==> src/rtl/hls_run_sequencer.sv <==
// hls_run_sequencer
//   On-chip start/done harness for the HLS kernel. Runs NUM_RUNS back-to-back
//   kernel invocations. For each run it fetches the expected return value from
//   a vector RAM, pulses the kernel start, counts cycles until done, compares
//   the return value and keeps pass/fail/timeout statistics.
//
// Ports:
//   clock         system clock
//   reset         asynchronous, active-low reset
//   go            single-cycle request to start a sequence (ignored while busy)
//   dut_start     one-cycle start pulse to the kernel
//   dut_done      kernel done
//   dut_return    kernel return value
//   vec_addr      expected-vector RAM address
//   vec_rdata     expected-vector RAM data, valid one cycle after vec_addr
//   busy          sequence in progress
//   finished      one-cycle pulse at sequence end
//   result_valid  one-cycle pulse per completed (or timed-out) run
//   result_pass   pass/fail of that run, valid with result_valid
//   run_idx       index of current/last run
//   last_cycles   start-to-done cycle count of the last completed run
//   pass_cnt      runs passed
//   fail_cnt      runs failed, including a timed-out run
//   timed_out     sticky, set when a run hits TIMEOUT
module hls_run_sequencer #(
  parameter int unsigned RET_W    = 32,
  parameter int unsigned NUM_RUNS = 4,
  parameter int unsigned ADDR_W   = 8,
  parameter int unsigned CYC_W    = 32,
  parameter int unsigned TIMEOUT  = 200000000
) (
  input  logic              clock,
  input  logic              reset,
  input  logic              go,
  output logic              dut_start,
  input  logic              dut_done,
  input  logic [RET_W-1:0]  dut_return,
  output logic [ADDR_W-1:0] vec_addr,
  input  logic [RET_W-1:0]  vec_rdata,
  output logic              busy,
  output logic              finished,
  output logic              result_valid,
  output logic              result_pass,
  output logic [ADDR_W-1:0] run_idx,
  output logic [CYC_W-1:0]  last_cycles,
  output logic [ADDR_W:0]   pass_cnt,
  output logic [ADDR_W:0]   fail_cnt,
  output logic              timed_out
);

  localparam logic [2:0] S_IDLE   = 3'd0;
  localparam logic [2:0] S_FETCH  = 3'd1;
  localparam logic [2:0] S_LAUNCH = 3'd2;
  localparam logic [2:0] S_WAIT   = 3'd3;
  localparam logic [2:0] S_CHECK  = 3'd4;
  localparam logic [2:0] S_DONE   = 3'd5;

  localparam logic [ADDR_W-1:0] LAST_IDX = ADDR_W'(NUM_RUNS - 1);
  localparam logic [CYC_W-1:0]  TMO_CYC  = CYC_W'(TIMEOUT);

  logic [2:0]       state;
  logic [RET_W-1:0] expected;
  logic [RET_W-1:0] ret_cap;
  logic [CYC_W-1:0] counter;
  logic             tmo_pulse;  // result strobe for a timed-out run, shown in DONE
  logic             match;

  assign match = (ret_cap == expected);

  always_ff @(posedge clock or negedge reset) begin
    if (!reset) begin
      state       <= S_IDLE;
      expected    <= '0;
      ret_cap     <= '0;
      counter     <= '0;
      tmo_pulse   <= 1'b0;
      run_idx     <= '0;
      last_cycles <= '0;
      pass_cnt    <= '0;
      fail_cnt    <= '0;
      timed_out   <= 1'b0;
    end else begin
      tmo_pulse <= 1'b0;
      case (state)
        S_IDLE: begin
          if (go) begin
            pass_cnt    <= '0;
            fail_cnt    <= '0;
            timed_out   <= 1'b0;
            last_cycles <= '0;
            run_idx     <= '0;
            state       <= S_FETCH;
          end
        end
        S_FETCH: state <= S_LAUNCH;
        S_LAUNCH: begin
          expected <= vec_rdata;
          counter  <= CYC_W'(1);
          state    <= S_WAIT;
        end
        S_WAIT: begin
          if (dut_done) begin
            ret_cap     <= dut_return;
            last_cycles <= counter;
            state       <= S_CHECK;
          end else if (counter == TMO_CYC) begin
            // Abort the whole sequence; remaining runs are not started.
            timed_out <= 1'b1;
            fail_cnt  <= fail_cnt + (ADDR_W+1)'(1);
            tmo_pulse <= 1'b1;
            state     <= S_DONE;
          end else begin
            counter <= counter + CYC_W'(1);
          end
        end
        S_CHECK: begin
          if (match) pass_cnt <= pass_cnt + (ADDR_W+1)'(1);
          else       fail_cnt <= fail_cnt + (ADDR_W+1)'(1);
          if (run_idx == LAST_IDX) begin
            state <= S_DONE;
          end else begin
            run_idx <= run_idx + ADDR_W'(1);
            state   <= S_FETCH;
          end
        end
        S_DONE:  state <= S_IDLE;
        default: state <= S_IDLE;
      endcase
    end
  end

  // Decoded from state so that an asynchronous reset drops them immediately.
  assign dut_start    = (state == S_LAUNCH);
  assign busy         = (state != S_IDLE);
  assign finished     = (state == S_DONE);
  assign result_valid = (state == S_CHECK) || tmo_pulse;
  assign result_pass  = (state == S_CHECK) && match;
  assign vec_addr     = run_idx;

endmodule

==> config.mk <==
export PLATFORM = sky130hd
export DESIGN_NAME = hls_run_sequencer
export DESIGN_NICKNAME = d
export VERILOG_FILES = /design/src/rtl/hls_run_sequencer.sv
export SDC_FILE = /design/constraint.sdc
export NUM_CORES = 1
export LEC_CHECK = 0
export ABC_AREA = 1
export BUFFER_PORTS_ARGS = -buffer_cell sky130_fd_sc_hd__buf_2
export CAP_MARGIN = 20
export CELL_PAD_IN_SITES_DETAIL_PLACEMENT = 0
export CELL_PAD_IN_SITES_GLOBAL_PLACEMENT = 1
export CORE_AREA = 2 2 154 156
export DETAILED_ROUTE_END_ITERATION = 7
export DIE_AREA = 0 0 156 158
export GPL_TIMING_DRIVEN = 0
export PLACE_DENSITY_LB_ADDON = 0.1
export SYNTH_ARGS = -nofsm -noshare
export SYNTH_HDL_FRONTEND = slang
export SYNTH_SLANG_ARGS = --single-unit
==> constraint.sdc <==
create_clock -name clock -period 4.05 [get_ports clock]
set_input_delay 0.81 -clock clock [delete_from_list [all_inputs] [get_ports clock]]
set_output_delay 0.81 -clock clock [all_outputs]
set_load 0.05 [all_outputs]
==> metrics.txt, run 1 <==
final core occ 42.9%; hpwl dp 17500 um; top post-synthesis cells by count nand2_1 (321), dfrtp_1 (159), nand3_1 (123); final wirelength 24200 um; max_slew headroom 46.9%; clock skew 0.0124 ns; Synth warnings 0; number of max-cap violations 0; height of the die 158 um; GR Util All Layers 20.6%; Post-Syn Nets 1142; Post-Syn Area 8200 um2; clk buf depth 2; Reg-to-Reg End ret_cap[27]; max-slew violations 0; setup TNS 0 ns; unrepaired setup endpoints after global routing false; worst slack at placement 1.21 ns; first-pass GRT wire length 39600 um; share of cells above drive strength 1 17.4%; synth-to-layout area growth 20.6%; Async SR Flop Fraction 100%; CP top delay family simple AND/OR/NAND/NOR gates; Post-CTS Resized 0; vias in the first global route 7405; Critical Path End Type output port; Max FO, Critical Path 10; largest net degree at the start of global routing 82; Setup CP Type flop to output port; CTS Hold Buffers Added 0; Yosys cell types 36; via count 7528; sequential-to-total area share from yosys stat 48.5%; nets 1301; CTS root buffer clkbuf_16; Bufs and invs on worst path 3; Sink Count 159; FF-to-FF setup slack 1.74 ns; per-cell routed wire length 15.8 um; Worst Hold Class input port to async pin; Die Width 156 um; ant diodes 0; CTS tree yes; Critical R2R Launch state[2]; total power 5930 uW; DR DRC count 0; count leader, synth nand2_1; Post-synth EDFFs 0; final setup violating endpoints 0; Clk Latency, worst-skew pair 0.44 ns; status finished, final reports clean; input/output buffers 139; core area 23100 um2; Initial DRC Count 428; Most Frequent Cell on Critical Path nand2_1; Crit path required time 3.24 ns; Clock transition at path regs 0.07 ns; cell taking the most area after synthesis dfrtp_1; Syn Inst Count 1069; Synth Flop Type dfrtp_1; CP max stage delay 0.36 ns; Syn Area/Cell 7.67 um2; WHS 0.339 ns; TritonCTS Buffers 17; CTS H-tree lvls 4; min Tclk post-route 3.29 ns; Leak 0.00504 uW; Starting Density 35.6%; Pwr per Cell Area 599 nW/um2; fin worst setup slack 0.759 ns; Critical-path top delay cell dfrtp_1; top cell type's share of synthesized area 48.5%; ranking of synthesized cells by area dfrtp_1 (49%), nand2_1 (15%), nand3_1 (7.5%); total grt overflow 0; Final ANT Viol Nets 0; routability cong. 0.866; postcts setup bufs 0; max frequency 304 MHz; Final Cycle Share 81.3%; register bit total from synthesis 159; Startpoint Class flop; arrival time at the worst endpoint 2.48 ns; initial antenna violation count 1; CP cell instances inv_1 -> nand2_1 -> nor2_4 -> nand2_1 -> nor2_1 -> nand2_1 -> nor2_1 -> nand3_2 -> inv_1 -> buf_2; die area 24600 um2; post-DR vias/cell 4.92; TritonRoute pass-1 iters 5; Max VDD drop 244 uV; endpoints failing hold 0; Reg2Reg Depth 6; Boundary Pins 140; num rows 56; Worst-Margin Slew 0.797 ns
-- registers in the layout, indices dropped and copies added (netlist names) --
name and cells:
counter 32, expected 32, last_cycles 32, ret_cap 32
fail_cnt 9, pass_cnt 9, run_idx 8, state 3
timed_out 1, tmo_pulse 1
-- cells by family after synthesis --
family                   count (synthesis)  share of synthesized area (%)
AND/OR/NAND/NOR                        623                           32.6
flip-flops                             159                           48.5
buffers and inverters                  151                           7.65
AO/OA/AOI/OAI                           94                           6.06
XOR/XNOR                                24                           2.56
multiplexers                            13                           1.79
adder cells (fa/ha/maj)                  5                          0.763
-- cell usage in the layout (no fill, tap or decap), types with 14 or more instances in the layout --
cell type	n
a21oi_1	29
nand2_1	321
nand4_1	32
nor2_1	117
nor3_1	14
xnor2_1	14
buf_2	144
o21ai_0	52
inv_1	103
nand3_1	123
clkbuf_1	27
clkbuf_16	17
dfrtp_1	159
-- worst max path at each step --
stage	slack [ns]	endpoint	start	cells past startpoint
after floorplan	1.59	result_pass	state[1]	9
after global placement	-0.52	last_cycles[8]	reset	1
after detailed placement	1.21	result_pass	state[1]	10
after CTS	0.74	result_pass	state[1]	10
after global routing	0.53	result_pass	state[1]	10
final	0.76	result_pass	state[1]	10
-- layer usage --
metal  GRT usage, %  routed length, um  up-vias
met4           5.94                386        2
li1               -                  -     3770
met3           3.31               1250       32
met2           31.9              10500      194
met1           29.7              12100     3530
met5              0                 13        -
-- worst register-to-register path, stage by stage (launching register included) --
cell      delay, ns
dfrtp_1        0.46
nor3_4         0.44
nand2_1        0.19
clkbuf_1       0.40
clkbuf_1       0.41
nor2_1         0.22
a21oi_1        0.06
-- power by group --
part	internal (uW)	switching (uW)
registers	1940	215
clock network	882	783
logic	636	1470
total	3460	2470
-- through the flow --
step,instance area [um2],cells
finish,9890,1531
global route,9890,1531
CTS,9890,1531
detailed placement,9290,1499
global placement,9260,1498
floorplan,8200,1069
-- final cells by class --
class	count	area, um2
Inverter	106	398
Buffer	45	229
Fill cell	2467	13200
Clock buffer	17	425
Multi-Input combinational cell	759	3590
Clock inverter	15	168
Tap cell	290	363
Sequential cell	159	3980
Timing Repair Buffer	140	733
Power figures use the tool's default switching activity.
==> run 2: changes to the inputs <==
clock period = 3.2 ns   (was 4.05 ns; I/O delays follow)
==> metrics.txt, run 2 (synthesis gave the netlist of run 1 again) <==
total grt overflow 0 (unchanged); clk buf depth 2 (unchanged); min Tclk post-route 2.92 ns; status finished, final reports clean; per-cell routed wire length 15.8 um (-0.26%); Final Cycle Share 91.1%; arrival time at the worst endpoint 2.28 ns (-0.20 ns); clock skew 0.0104 ns (-0.00200 ns); via count 7517 (-0.15%); number of max-cap violations 0 (unchanged); initial antenna violation count 1 (unchanged); ant diodes 0 (unchanged); synth-to-layout area growth 20.9%; Seq pwr share 36.4% (about the same); fin worst setup slack 0.284 ns (-0.475 ns); Leak 0.00505 uW (+0.15%); routability cong. 0.866 (unchanged); CTS H-tree lvls 4 (unchanged); Clock transition at path regs 0.07 ns (about the same); GR Util All Layers 20.6% (unchanged); Psw 3120 uW (+26%); Final ANT Viol Nets 0 (unchanged); CP cell instances nor3_2 -> clkbuf_1 -> buf_2; DR DRC count 0 (unchanged); Initial DRC Count 453 (+5.8%); Starting Density 35.6% (unchanged); Critical R2R Launch state[2]; Comb power frac 35.5% (about the same); TritonRoute pass-1 iters 5 (unchanged); Clk Latency, worst-skew pair 0.43 ns (about the same); Startpoint Class flop; final wirelength 24200 um (-0.13%); Critical-path top delay cell nor3_2; Boundary Pins 140 (unchanged); input/output buffers 139 (unchanged); Worst Hold Class input port to async pin; first-pass GRT wire length 39600 um (unchanged); final setup violating endpoints 0 (unchanged); Crit path required time 2.56 ns (-0.68 ns); CTS tree yes; Int Pwr 4380 uW (+27%); endpoints failing hold 0 (unchanged); Pwr per Cell Area 756 nW/um2 (+26%); CP max stage delay 0.53 ns (+0.17 ns); worst slack at placement 0.534 ns (-0.680 ns); setup TNS 0 ns (unchanged); post-DR vias/cell 4.90 (-0.28%); Die Width 156 um (unchanged); CTS Hold Buffers Added 0 (unchanged); max-slew violations 0 (unchanged); largest net degree at the start of global routing 82 (unchanged); Setup CP Type flop to output port; max frequency 343 MHz; height of the die 158 um (unchanged); core area 23100 um2 (unchanged); Max FO, Critical Path 10 (unchanged); commonest non-fill, non-tap cell in the layout nand2_1; hpwl dp 17500 um (unchanged); vias in the first global route 7405 (unchanged); Worst-Margin Slew 0.779 ns (-0.0174 ns); max_slew headroom 48.0% (+1.2 points); Critical Path End Type output port; crit path from state[2]; num rows 56 (unchanged); Max VDD drop 310 uV (+27%); final core occ 43.0% (+0.11 points); clock share of power 28.1% (about the same); commonest cells after routing, fill and taps aside nand2_1 (321), dfrtp_1 (159), buf_2 (143), nand3_1 (123), nor2_1 (117); Sink Count 159 (unchanged); unrepaired setup endpoints after global routing false; CTS root buffer clkbuf_16; Sw Share 41.6% (-0.046 points); die area 24600 um2 (unchanged); share of cells above drive strength 1 17.5% (+0.13 points); nets 1303 (+0.15%); CP top delay family buffers and inverters; Bufs and invs on worst path 2 (-1); TritonCTS Buffers 17 (unchanged)
-- run 2: worst register-to-register path: stages, from the launching register on --
cell and delay (ns):
dfrtp_1 0.46, nor3_4 0.44, nand2_1 0.19, clkbuf_1 0.39
clkbuf_1 0.42, nor2_1 0.23, a21oi_1 0.06
-- run 2: power groups by stage --
stage | combinational, uW | sequential (uW) | clock (uW)
after floorplan | 1820 | 2800 | 0
after global placement | 2680 | 2770 | 0
after detailed placement | 2700 | 2770 | 0
after CTS | 2720 | 2730 | 2150
after global routing | 3030 | 2790 | 2230
final | 2660 | 2730 | 2100
-- run 2: cell type report --
type                            instances  area [um2]
Multi-Input combinational cell        759        3600
Timing Repair Buffer                  142         751
Tap cell                              290         363
Clock inverter                         15         168
Clock buffer                           17         425
Inverter                              106         398
Buffer                                 45         229
Sequential cell                       159        3980
Fill cell                            2467       13100
-- run 2: per-layer routing --
metal	global-route usage, %	up-vias	share of wire, %
li1	-	3765	-
met1	29.7	3496	49
met2	31.9	223	43
met3	3.31	31	5.5
met4	5.94	2	1.5
met5	0	-	0.054
-- run 2: final timing paths --
kind / endpoint / slack [ns] / cells past startpoint
worst max-delay path: dut_start / 0.28 / 3
worst min-delay path: pass_cnt[4] / 0.17 / 1
worst max register to register: ret_cap[27] / 0.88 / 6
worst min register to register: expected[15] / 0.49 / 2
max in group asynchronous: counter[27] / 2.18 / 2
min in group clock: expected[15] / 0.40 / 3
-- run 2: what timing repair did --
item	4_1_cts	5_1_grt
gates resized for setup	0	2
setup endpoints to repair	0	1
setup buffers	0	2
-- run 2: stage by stage --
stage	std cells	instance area, um2	hold slack [ns]	total power (uW)
2_1_floorplan	1069	8200	0.344	4620
3_3_place_gp	1498	9260	0.476	5440
3_5_place_dp	1499	9290	0.481	5470
4_1_cts	1531	9890	0.201	7600
5_1_grt	1533	9910	0.207	8050
6_report	1533	9910	0.167	7500
==> run 3: changes to the inputs <==
CORE_AREA = 2 2 131 184   (was 2 2 154 156)
DIE_AREA = 0 0 133 186   (was 0 0 156 158)
==> metrics.txt, run 3 (synthesis gave the netlist of run 1 again) <==
Worst Hold Class input port to async pin; GR Util All Layers 21.2% (+0.64 points); Pwr per Cell Area 761 nW/um2 (+0.56%); DR DRC count 0 (unchanged); Crit path required time 2.56 ns (about the same); Initial DRC Count 389 (-14%); core area 23000 um2 (about the same); endpoints failing hold 0 (unchanged); num rows 66 (+18%); CTS root buffer clkbuf_16; CP cell instances inv_1 -> nand2_1 -> nor2_4 -> nand2_1 -> nor2_1 -> nand2_1 -> nor2_1 -> nand3_4 -> inv_1 -> clkbuf_4; nets 1302 (-0.077%); Boundary Pins 140 (unchanged); Post-Layout Cell Count 1548 (+0.98%); clock skew 0.00899 ns (-0.00145 ns); Critical-path top delay cell dfrtp_1; final setup violating endpoints 0 (unchanged); min Tclk post-route 2.93 ns (+0.0162 ns); Crit path depth 10 (+7); status finished, final reports clean; commonest cells after routing, fill and taps aside nand2_1 (321), dfrtp_1 (159), buf_2 (143), nand3_1 (123), nor2_1 (117); placed insts 1515 (+1.1%); Startpoint Class flop; CP max stage delay 0.36 ns (-0.17 ns); FF-to-FF setup slack 0.79 ns (-0.09 ns); CTS H-tree lvls 4 (unchanged); per-cell routed wire length 16.3 um (+2.9%); number of max-cap violations 0 (unchanged); CTS Hold Buffers Added 0 (unchanged); max_slew headroom 42.3% (-5.7 points); post-DR vias/cell 4.80 (-2.0%); Final ANT Viol Nets 0 (unchanged); Worst-Margin Slew 0.865 ns (+0.0856 ns); Clock transition at path regs 0.07 ns (about the same); TritonRoute pass-1 iters 5 (unchanged); placed inst area 9310 um2 (+0.22%); max-slew violations 0 (unchanged); max frequency 341 MHz (-0.55%); Reg2Reg Depth 9 (+3); Clk Latency, worst-skew pair 0.43 ns (about the same); Max VDD drop 534 uV (+72%); Final Cycle Share 91.6% (+0.50 points); Bufs and invs on worst path 3 (+1); crit path capture result_pass; crit path from state[1]; Die Width 133 um (-15%); arrival time at the worst endpoint 2.29 ns (about the same); post-route cell area 9940 um2 (+0.24%); Reg-to-Reg End counter[30]; commonest non-fill, non-tap cell in the layout nand2_1; first-pass GRT wire length 40200 um (+1.4%); synth-to-layout area growth 21.2%; CP top delay family simple AND/OR/NAND/NOR gates; clk buf depth 2 (unchanged); Sink Count 159 (unchanged); share of cells above drive strength 1 17.3% (-0.23 points); final wirelength 25200 um (+4.0%); height of the die 186 um (+18%); ant diodes 0 (unchanged); via count 7438 (-1.1%); Critical Path End Type output port; Max FO, Critical Path 10 (unchanged); TritonCTS Buffers 17 (unchanged); CTS tree yes; vias in the first global route 7515 (+1.5%); total grt overflow 0 (unchanged); Critical R2R Launch counter[0]; input/output buffers 139 (unchanged); die area 24700 um2 (+0.37%); Starting Density 35.6% (about the same); largest net degree at the start of global routing 104 (+27%); hpwl dp 18800 um (+7.4%); unrepaired setup endpoints after global routing false; routability cong. 0.932 (+7.6%); Most Frequent Cell on Critical Path nand2_1; initial antenna violation count 0 (-1); Setup CP Type flop to output port; Leak 0.00504 uW (about the same)
==> run 3: changes by cell type in the layout (fill, tap and decap cells not counted), sizes merged <==
cell / previous run / this run
clkinvlp: 2 / 3
bufinv: 1 / 3
inv: 115 / 107
clkinv: 3 / 5
clkbuf: 45 / 48
buf: 159 / 158
==> run 3: per-stage QoR <==
step                setup slack [ns]  total power [uW]  hold slack (ns)  util (%)  TNS [ns]
floorplan                      0.914              4620            0.344         -         0
global placement               -1.23              5490            0.473      40.3   -192.59
detailed placement             0.528              5520            0.482      40.4         0
CTS                           0.0359              7670            0.133      43.0         0
global route                  0.0447              8110            0.152      43.1         0
finish                         0.268              7560            0.131      43.1         0
==> run 3: worst min-delay path by stage <==
stage                       to  slack [ns]  depth (start not counted)
6_report       last_cycles[19]        0.13                          1
5_1_grt        last_cycles[19]        0.15                          1
4_1_cts        last_cycles[19]        0.13                          1
3_5_place_dp         timed_out        0.48                          2
3_3_place_gp         timed_out        0.47                          2
2_1_floorplan       counter[0]        0.34                          0
==> run 3: layout make-up <==
cell class	count	area (um2)
plain buffers	45	229
clock buffers	20	447
clock inverters	12	158
fillers	2449	13100
inverters	106	398
multi-input cells	759	3600
flip-flops and latches	159	3980
well taps	306	383
repair buffers	141	743
==> run 3: worst reg2reg max path, delay by kind of cell (launching register included) <==
kind                       cells  cell delay [ns]
AOI/OAI and AO/OA              1             0.10
adders and majority gates      1             0.36
buffers and inverters          1             0.10
DFF                            1             0.47
and+or+nand+nor                6             1.31
==> run 3: routing by layer <==
metal	vias to the layer above	wire (um)	share of wire, %	track usage, %
met1	3469	10600	42	24.6
li1	3752	-	-	-
met5	-	0	0	0
met4	0	885	3.5	8.99
met3	40	873	3.5	3.87
met2	177	12800	51	38.3
==> run 3: power by group <==
part           switching (uW)  internal [uW]
registers                 277           2460
logic                    1890            809
clock network             868           1250
==> run 3: what timing repair did <==
action | 4_1_cts | 5_1_grt
setup endpoints to repair | 0 | 1
setup buffers | 0 | 1
hold endpoints to repair | 0 | 0
resized for setup | 0 | 2
